--- src/rtl/dmem_responder_pkg.sv ---
// Shared definitions for the data-memory responder: RV32I load/store width
// codes and the transaction FSM states used by the datapath and testbench.
package dmem_responder_pkg;

  localparam logic [2:0] F3_B  = 3'd0;
  localparam logic [2:0] F3_H  = 3'd1;
  localparam logic [2:0] F3_W  = 3'd2;
  localparam logic [2:0] F3_BU = 3'd4;
  localparam logic [2:0] F3_HU = 3'd5;

  typedef enum logic [1:0] {IDLE, WAIT, RESP} state_t;

endpackage

--- src/rtl/dmem_lane_align.sv ---
// Combinational byte-lane steering for RV32I sub-word accesses: store byte
// enables and replicated write data, sign/zero-extended load data, error flag.
module dmem_lane_align
  import dmem_responder_pkg::*;
(
  input  logic        write,
  input  logic [1:0]  addr,
  input  logic [2:0]  funct3,
  input  logic [31:0] wdata,
  input  logic [31:0] ram_word,
  output logic [3:0]  byte_en,
  output logic [31:0] write_word,
  output logic [31:0] rdata,
  output logic        err
);

  logic       legal;
  logic       misaligned;
  logic [7:0] load_byte;
  logic [15:0] load_half;

  // Unsigned widths exist only for loads, so they are illegal as store codes.
  always_comb begin
    legal      = 1'b0;
    misaligned = 1'b0;
    case (funct3)
      F3_B:  legal = 1'b1;
      F3_H:  begin legal = 1'b1;   misaligned = addr[0];        end
      F3_W:  begin legal = 1'b1;   misaligned = (addr != 2'b00); end
      F3_BU: legal = !write;
      F3_HU: begin legal = !write; misaligned = addr[0];        end
      default: legal = 1'b0;
    endcase
    err = !legal || misaligned;
  end

  assign load_byte = ram_word[{addr, 3'b000} +: 8];
  assign load_half = addr[1] ? ram_word[31:16] : ram_word[15:0];

  always_comb begin
    byte_en    = 4'b0000;
    write_word = 32'd0;
    rdata      = 32'd0;
    if (!err) begin
      case (funct3)
        F3_B, F3_BU: begin
          byte_en    = 4'b0001 << addr;
          write_word = {4{wdata[7:0]}};
          rdata      = (funct3 == F3_B) ? {{24{load_byte[7]}}, load_byte}
                                        : {24'd0, load_byte};
        end
        F3_H, F3_HU: begin
          byte_en    = addr[1] ? 4'b1100 : 4'b0011;
          write_word = {2{wdata[15:0]}};
          rdata      = (funct3 == F3_H) ? {{16{load_half[15]}}, load_half}
                                        : {16'd0, load_half};
        end
        default: begin
          byte_en    = 4'b1111;
          write_word = wdata;
          rdata      = ram_word;
        end
      endcase
    end
  end

endmodule

--- src/rtl/dmem_responder.sv ---
// Data-memory responder: word-organised RAM serving RV32I loads/stores over
// valid/ready request and response channels with LATENCY wait cycles.
module dmem_responder
  import dmem_responder_pkg::*;
#(
  parameter int DM_ADDRESS = 9,
  parameter int DATA_W     = 32,
  parameter int LATENCY    = 2
) (
  input  logic                  clk,
  input  logic                  reset,
  input  logic                  req_valid,
  output logic                  req_ready,
  input  logic                  req_write,
  input  logic [DM_ADDRESS-1:0] req_addr,
  input  logic [DATA_W-1:0]     req_wdata,
  input  logic [2:0]            req_funct3,
  output logic                  rsp_valid,
  input  logic                  rsp_ready,
  output logic [DATA_W-1:0]     rsp_rdata,
  output logic                  rsp_err,
  output logic                  busy
);

  localparam int DEPTH = 2 ** (DM_ADDRESS - 2);

  state_t                  state, state_next;
  logic [2:0]              cnt, cnt_next;
  logic                    accept, commit;

  logic                    lat_write;
  logic [DM_ADDRESS-1:0]   lat_addr;
  logic [DATA_W-1:0]       lat_wdata;
  logic [2:0]              lat_funct3;

  logic                    cur_write;
  logic [DM_ADDRESS-1:0]   cur_addr;
  logic [DATA_W-1:0]       cur_wdata;
  logic [2:0]              cur_funct3;

  logic [DATA_W-1:0]       mem [DEPTH];
  logic [DATA_W-1:0]       ram_word;
  logic [3:0]              byte_en;
  logic [DATA_W-1:0]       write_word;
  logic [DATA_W-1:0]       load_data;
  logic                    align_err;

  logic [DATA_W-1:0]       rdata_q;
  logic                    err_q;

  // With zero latency the commit coincides with acceptance, so the live
  // request is used before it has been latched.
  assign cur_write  = (state == IDLE) ? req_write  : lat_write;
  assign cur_addr   = (state == IDLE) ? req_addr   : lat_addr;
  assign cur_wdata  = (state == IDLE) ? req_wdata  : lat_wdata;
  assign cur_funct3 = (state == IDLE) ? req_funct3 : lat_funct3;

  assign ram_word = mem[cur_addr[DM_ADDRESS-1:2]];

  dmem_lane_align u_align (
    .write      (cur_write),
    .addr       (cur_addr[1:0]),
    .funct3     (cur_funct3),
    .wdata      (cur_wdata),
    .ram_word   (ram_word),
    .byte_en    (byte_en),
    .write_word (write_word),
    .rdata      (load_data),
    .err        (align_err)
  );

  always_comb begin
    state_next = state;
    cnt_next   = cnt;
    accept     = 1'b0;
    commit     = 1'b0;
    case (state)
      IDLE: begin
        if (req_valid) begin
          accept   = 1'b1;
          cnt_next = 3'(LATENCY);
          if (LATENCY == 0) begin
            commit     = 1'b1;
            state_next = RESP;
          end else begin
            state_next = WAIT;
          end
        end
      end
      WAIT: begin
        if (cnt == 3'd1) begin
          commit     = 1'b1;
          cnt_next   = 3'd0;
          state_next = RESP;
        end else begin
          cnt_next = cnt - 3'd1;
        end
      end
      RESP: begin
        if (rsp_ready) state_next = IDLE;
      end
      default: state_next = IDLE;
    endcase
  end

  always_ff @(posedge clk or posedge reset) begin
    if (reset) begin
      state      <= IDLE;
      cnt        <= 3'd0;
      lat_write  <= 1'b0;
      lat_addr   <= '0;
      lat_wdata  <= '0;
      lat_funct3 <= 3'd0;
      rdata_q    <= '0;
      err_q      <= 1'b0;
    end else begin
      state <= state_next;
      cnt   <= cnt_next;
      if (accept) begin
        lat_write  <= req_write;
        lat_addr   <= req_addr;
        lat_wdata  <= req_wdata;
        lat_funct3 <= req_funct3;
      end
      if (commit) begin
        err_q   <= align_err;
        rdata_q <= (cur_write || align_err) ? '0 : load_data;
      end
    end
  end

  // RAM is deliberately left out of reset; reset drops state so no commit fires.
  always_ff @(posedge clk) begin
    if (commit && cur_write && !align_err) begin
      for (int b = 0; b < 4; b++) begin
        if (byte_en[b]) mem[cur_addr[DM_ADDRESS-1:2]][b*8 +: 8] <= write_word[b*8 +: 8];
      end
    end
  end

  assign req_ready = (state == IDLE);
  assign busy      = (state != IDLE);
  assign rsp_valid = (state == RESP);
  assign rsp_rdata = rdata_q;
  assign rsp_err   = err_q;

endmodule
--- config.mk ---
export PLATFORM = sky130hd
export DESIGN_NAME = dmem_responder
export DESIGN_NICKNAME = d
export VERILOG_FILES = /design/src/rtl/dmem_responder_pkg.sv /design/src/rtl/dmem_lane_align.sv /design/src/rtl/dmem_responder.sv
export SDC_FILE = /design/constraint.sdc
export NUM_CORES = 2
export LEC_CHECK = 0
export CAP_MARGIN = 20
export CORE_MARGIN = 5
export CORE_UTILIZATION = 50
export CTS_CLUSTER_SIZE = 25
export DETAILED_ROUTE_END_ITERATION = 10
export PLACE_DENSITY_LB_ADDON = 0.12
export SYNTH_ARGS = -nofsm -noshare
export SYNTH_HDL_FRONTEND = slang
export SYNTH_SLANG_ARGS = --single-unit
--- constraint.sdc ---
create_clock -name clk -period 18.8 [get_ports clk]
set_input_delay 3.76 -clock clk [delete_from_list [all_inputs] [get_ports clk]]
set_output_delay 3.76 -clock clk [all_outputs]
set_load 0.02 [all_outputs]
# Yosys cells after proc, flatten, opt, wreduce, memory -nomap -nowiden
# Memories as Yosys holds them, arrays and structs flattened.
# Index checks and enable logic that the tools add are counted.
[word_totals] reg_bits=83 ramBits=4096 elab_cells=80 memories=1
[memory_table] memory="mem" depth=128 width=32 rd=1 rd_clocked_by_memory_dff=0 write_ports=1 line="dmem_responder.sv:41" rtl="logic [DATA_W-1:0] mem [DEPTH];"
[op_classes] addsub=1 n_eq_ne=10 n_shift=2 muxes=40 reduce_logical=18
[op_table] operator="two-way mux 32 bit" n=6
[op_table] operator="one-hot mux 32 bit (2 select lines)" n=2
[op_table] operator="indexed part select 32 x 6 -> 8 bit" n=1
[op_table] operator="two-way mux 1 bit" n=17
[op_table] operator="two-way mux 16 bit" n=1
[op_table] operator="two-way mux 3 bit" n=3
[op_table] operator="two-way mux 9 bit" n=1
[op_table] operator="two-way mux 4 bit" n=2
[op_table] operator="one-hot mux 4 bit (2 select lines)" n=1
[op_table] operator="equality test 3 x 1 -> 1 bit, second input constant" n=2
[op_table] operator="equality test 3 bit, second input constant" n=2
[op_table] operator="two-way mux 2 bit" n=3
[op_table] operator="one-hot mux 2 bit (3 select lines)" n=1
[op_table] operator="one-hot mux 3 bit (2 select lines)" n=1
[op_table] operator="nonzero test 2 bit" n=3
[op_table] operator="OR reduction 2 bit" n=3
[op_table] operator="!= test 2 bit, second input constant" n=2
[op_table] operator="one-hot mux 1 bit (2 select lines)" n=2
[op_table] operator="left shift 1 x 2 -> 4 bit, first input constant" n=1
[op_table] operator="equality test 3 x 2 -> 1 bit, second input constant" n=1
[op_table] operator="logical NOT 1 bit" n=3
[op_table] operator="logical NOT 3 bit" n=1
[op_table] operator="AND reduction 3 bit" n=1
[op_table] operator="OR reduction 3 bit" n=1
[op_table] operator="other kinds (8)" n=10

# Longest topological paths before layout
[logic_depth] ltp_word=11 mapped_depth=17 mapped_depth_nobuf=11

# By module
# From an unflattened synthesis, not the netlist that was laid out.
[hier_totals] cells_unflattened=10018 hier_area_um2=161379.8
[by_module_without_submodules] mod="dmem_responder" instances=1 cells_per_inst=9769 area_per_inst_um2=159729.4
[by_module_without_submodules] mod="dmem_lane_align" instances=1 cells_per_inst=249 area_per_inst_um2=1650.3

# Worst setup path after synthesis
# Ideal clock, no wire load.
[synth_timing] path_kind="input to register" startpoint="input port req_funct3[2]" endpoint="memory mem[0][26], data pin" t_arrival_ps=19564 required_ps=16452 slack_ps=-3112 path_stages=8 n_path_buf=1 path_cell_list="mux2i_1 o21ai_0 a21oi_1 a31oi_1 clkbuf_1 a21oi_1 o21ai_0 a2111oi_0"
[synth_between] elab_chain_len=7 elab_cells_between_ends=16 cone_classes="eq/ne: 4; mux: 5; reduce/logical: 7"
[synth_lines] element="from (decl)" line="dmem_responder.sv:17" rtl="input logic [2:0] req_funct3,"
[synth_lines] element="two-way mux 3 bit *" line="dmem_responder.sv:56" rtl="assign cur_funct3 = (state == IDLE) ? req_funct3 : lat_funct3;"
[synth_lines] element="equality test 3 x 2 -> 1 bit, or another cell as far along" line="dmem_lane_align.sv:26" rtl="case (funct3)"
[synth_lines] element="OR reduction 3 bit (no line) or OR reduction 2 bit (tied branches)"
[synth_lines] element="one-hot mux 1 bit (2 select lines)" line="dmem_lane_align.sv:26"
[synth_lines] element="logical NOT 1 bit" line="dmem_lane_align.sv:34" rtl="err = !legal || misaligned;"
[synth_lines] element="logical OR 1 bit" line="dmem_lane_align.sv:34"
[synth_lines] element="two-way mux 32 bit *" line="dmem_lane_align.sv:44" rtl="if (!err) begin"
[synth_lines] element="named net u_align.write_word[26]" line="dmem_lane_align.sv:12" rtl="output logic [31:0] write_word,"
[synth_lines] element="to (decl)" line="dmem_responder.sv:41"
# The timed path passes the listed nets; every way through them passes the cells marked *.

# Worst setup path in the final report
[layout_timing] startpoint="input port req_addr[3]" endpoint="register rdata_q[19], in the netlist rsp_rdata[19]"
[layout_between] elab_chain_len=7 elab_cells_between_ends=9 cone_classes="shift: 1; mux: 7; memory: 1"
[layout_lines] element="from (decl)" line="dmem_responder.sv:15" rtl="input logic [DM_ADDRESS-1:0] req_addr,"
[layout_lines] element="two-way mux 9 bit *" line="dmem_responder.sv:54" rtl="assign cur_addr = (state == IDLE) ? req_addr : lat_addr;"
[layout_lines] element="memory (128 x 32 bit) *"
[layout_lines] element="indexed part select 32 x 6 -> 8 bit or two-way mux 16 bit (tied branches)" line="dmem_lane_align.sv:37, dmem_lane_align.sv:38"
[layout_lines] element="two-way mux 32 bit (on tied branches)" line="dmem_lane_align.sv:49, dmem_lane_align.sv:55"
[layout_lines] element="one-hot mux 32 bit (2 select lines) *" line="dmem_lane_align.sv:45" rtl="case (funct3)"
[layout_lines] element="two-way mux 32 bit *" line="dmem_lane_align.sv:44"
[layout_lines] element="two-way mux 32 bit *" line="dmem_responder.sv:127" rtl="rdata_q <= (cur_write || align_err) ? '0 : load_data;"
[layout_lines] element="to (signal assigned)" line="dmem_responder.sv:127"
[layout_lines] element="to (decl)" line="dmem_responder.sv:48" rtl="logic [DATA_W-1:0] rdata_q;"
# Mark *: on every way between the ends. The rest lies on a longest branch, timed or not.
# A chain may end at the register's enable or synchronous reset.

==> metrics <==
DRC viols 0; Fin Setup TNS 0 ps; Crit. End Element flop; post-synth top area cell edfxtp_1; synth warn 0; sequential area share after synthesis 78.7%; Post-CTS Setup Bufs 0; Storage cell area 125000 µm²; most frequent cells in the layout edfxtp_1, o22ai_1, buf_4; net count after synthesis 10.1k; Final Hold Fails 0; Max Slew Vio Count 0; Fillers 24.3k; Final WS setup 8890 ps; WS Path Type in2reg; buffers added on ports 84; via count 104k; drt first pass iters 8; Post-Synthesis Cells 10.0k; clk buf depth 4; H-tree Lvls 5; core area 317000 µm²; Initial Util 50.1%; first-pass GRT wire length 776000 µm; share of cells above drive strength 1 14.9%; CTS tree yes; Yosys top cell area share 77.4%; Arr. time, crit path 10780 ps; Layout Skew 66.7 ps; FMAX 0.101 GHz; initial antenna violation count 41; initial DRC count 15.6k; GRT overflow 0; Nets 10.5k; transition time of the tightest slew-check pin 1200 ps; final wirelength 557000 µm; Syn Std Cell Area 159000 µm²; CTS resizes 0; RePlAce Congestion 0.905; multi-input logic area 31100 µm²; DP Cell Count 14.2k; Max rail drop VDD 0.264 mV; pre-CTS WS 8150 ps; row cnt 207; Main synth FF type edfxtp_1; worst hold path class reg2reg; Final Cycle Share 52.7%; pin count of the biggest net entering global routing 115; RSZ-0062 raised after global routing no; Clock transition at path regs 60 ps; number of synthesized register bits 4179; DR vias/cell 6.93; library cells used by synthesis 89; Root Buffer clkbuf_16; pwr dens 188 nW/µm²; dpl hpwl 326000 µm; max_slew headroom 19.4%; hold_ws 508 ps; Tmin final 9910 ps; worst path required time 19670 ps; number of enable flip-flop cells after synthesis 4096; WL/cell 37.0 µm; Inserted Clock Buffers 420; Finished Layout Cells 15.0k; FFs w/ async S/R, synth 1.99%; Ports 85; average cell area after synthesis 15.8 µm²; main area contributors after synthesis edfxtp_1, o22ai_1, nor3_1; CTS Hold Bufs 0; maxcap violations 0; most common cell after layout, fill and taps aside edfxtp_1; Worst Path Max Fanout 96; status finished, final reports clean; Die Y 574 µm; All-Layer GR Usage 32.9%; Critical Path Start Type input pin; Die Span X 574 µm; post-route antenna net violation count 0; worst-skew pair later-pin latency 980 ps; CTS sink cnt 4179; Layout area overhead 14.6%; number of global-route vias before repair 99.3k; final setup violating endpoints 0; die area 329000 µm²; Power Total 34.3 mW; leakage power 57.8 nW
[through the flow]
step | cell area (µm²) | utilization (%)
after floorplan | 159000 | -
after global placement | 168000 | 52.9
after detailed placement | 168000 | 53.0
after CTS | 182000 | 57.3
after global routing | 182000 | 57.4
final | 182000 | 57.4
[kinds of logic (layout without fill, tap and decap cells)]
| group | Yosys count | count (layout) | synth area share [%] |
|---|---|---|---|
| compound gates | 2690 | 2690 | 11.1 |
| fa+ha+maj | 2 | 2 | 0.0157 |
| buf+inv | 811 | 1595 | 2.43 |
| flops | 4179 | 4179 | 78.7 |
| mux | 139 | 139 | 0.921 |
| other cells | 0 | 16 | 0 |
| simple gates | 2228 | 2228 | 6.80 |
[synthesized netlist by cell type, types with 27 or more instances]
cell,instances
edfxtp_1,4096
o22ai_1,1476
o22a_1,38
or3_1,29
o31ai_1,46
a31oi_1,97
o41ai_1,55
buf_4,85
nor2_1,422
or3b_2,39
o221ai_1,65
nand2_1,536
buf_2,343
or4_1,27
a41oi_1,27
mux2i_1,84
o2111ai_1,40
o21ai_0,177
mux2_2,54
nor3_1,665
dfrtp_1,83
buf_1,41
nand3b_1,29
clkbuf_1,325
nor4_1,225
a21oi_1,357
a211oi_1,72
a32o_1,28
and3_1,51
nand3_1,127
o32a_1,67
[layer usage]
layer / part of all wire, % / GRT usage (%) / wire [µm]
met1: 37 / 45.2 / 208000
met2: 45 / 49.9 / 251000
met3: 12 / 6.93 / 64300
met4: 5.9 / 16.8 / 32700
met5: 0.027 / 0 / 148
[state kept, by name, summed over array words and instances, names as in the netlist]
signal / count
lat_addr: 9
cnt: 3
lat_funct3: 3
lat_write: 1
rsp_rdata: 32
mem: 4096
state: 2
rsp_err: 1
lat_wdata: 32
[area by class of cell]
type                    count  share of cell area, %
flip-flops and latches   4179                   68.7
repair buffers            812                   3.69
diodes                     16                 0.0220
clock buffers             536                   6.15
well taps                4180                   2.87
inverters                   8                 0.0179
multi-input cells        5059                   17.1
clock inverters           239                   1.47
[report_power, final]
part,leakage [nW],internal [mW],switching [mW],total (mW)
Sequential,38.5,13.1,0.0964,13.2
Clock,6.73,4.88,3.60,8.48
Combinational,12.5,2.52,10.1,12.6
[critical path, stage by stage]
cell      delay (ps)
buf_2             80
buf_4            540
nor2b_1          320
a22oi_4          730
buf_4            830
buf_4            600
buf_12           480
o22ai_1          180
o41ai_1          790
nand4_1          190
nor4_2           380
buf_4            210
nand4_1          430
o211ai_2         350
a22oi_2          360
o21ai_0          290
[final timing paths]
| check | startpoint | end | cells after the start | slack (ps) |
|---|---|---|---|---|
| min in group asynchronous | reset | lat_write | 2 | 3150 |
| worst max register to register | lat_addr[3] | rsp_rdata[19] | 15 | 11150 |
| worst min-delay path | lat_wdata[23] | lat_wdata[23] | 1 | 510 |
| worst max-delay path | req_addr[3] | rsp_rdata[19] | 16 | 8890 |
| max in group asynchronous | reset | lat_addr[4] | 3 | 14280 |
| worst min register to register | lat_wdata[23] | lat_wdata[23] | 1 | 510 |
No activity file was read; power rests on OpenSTA's default activity.
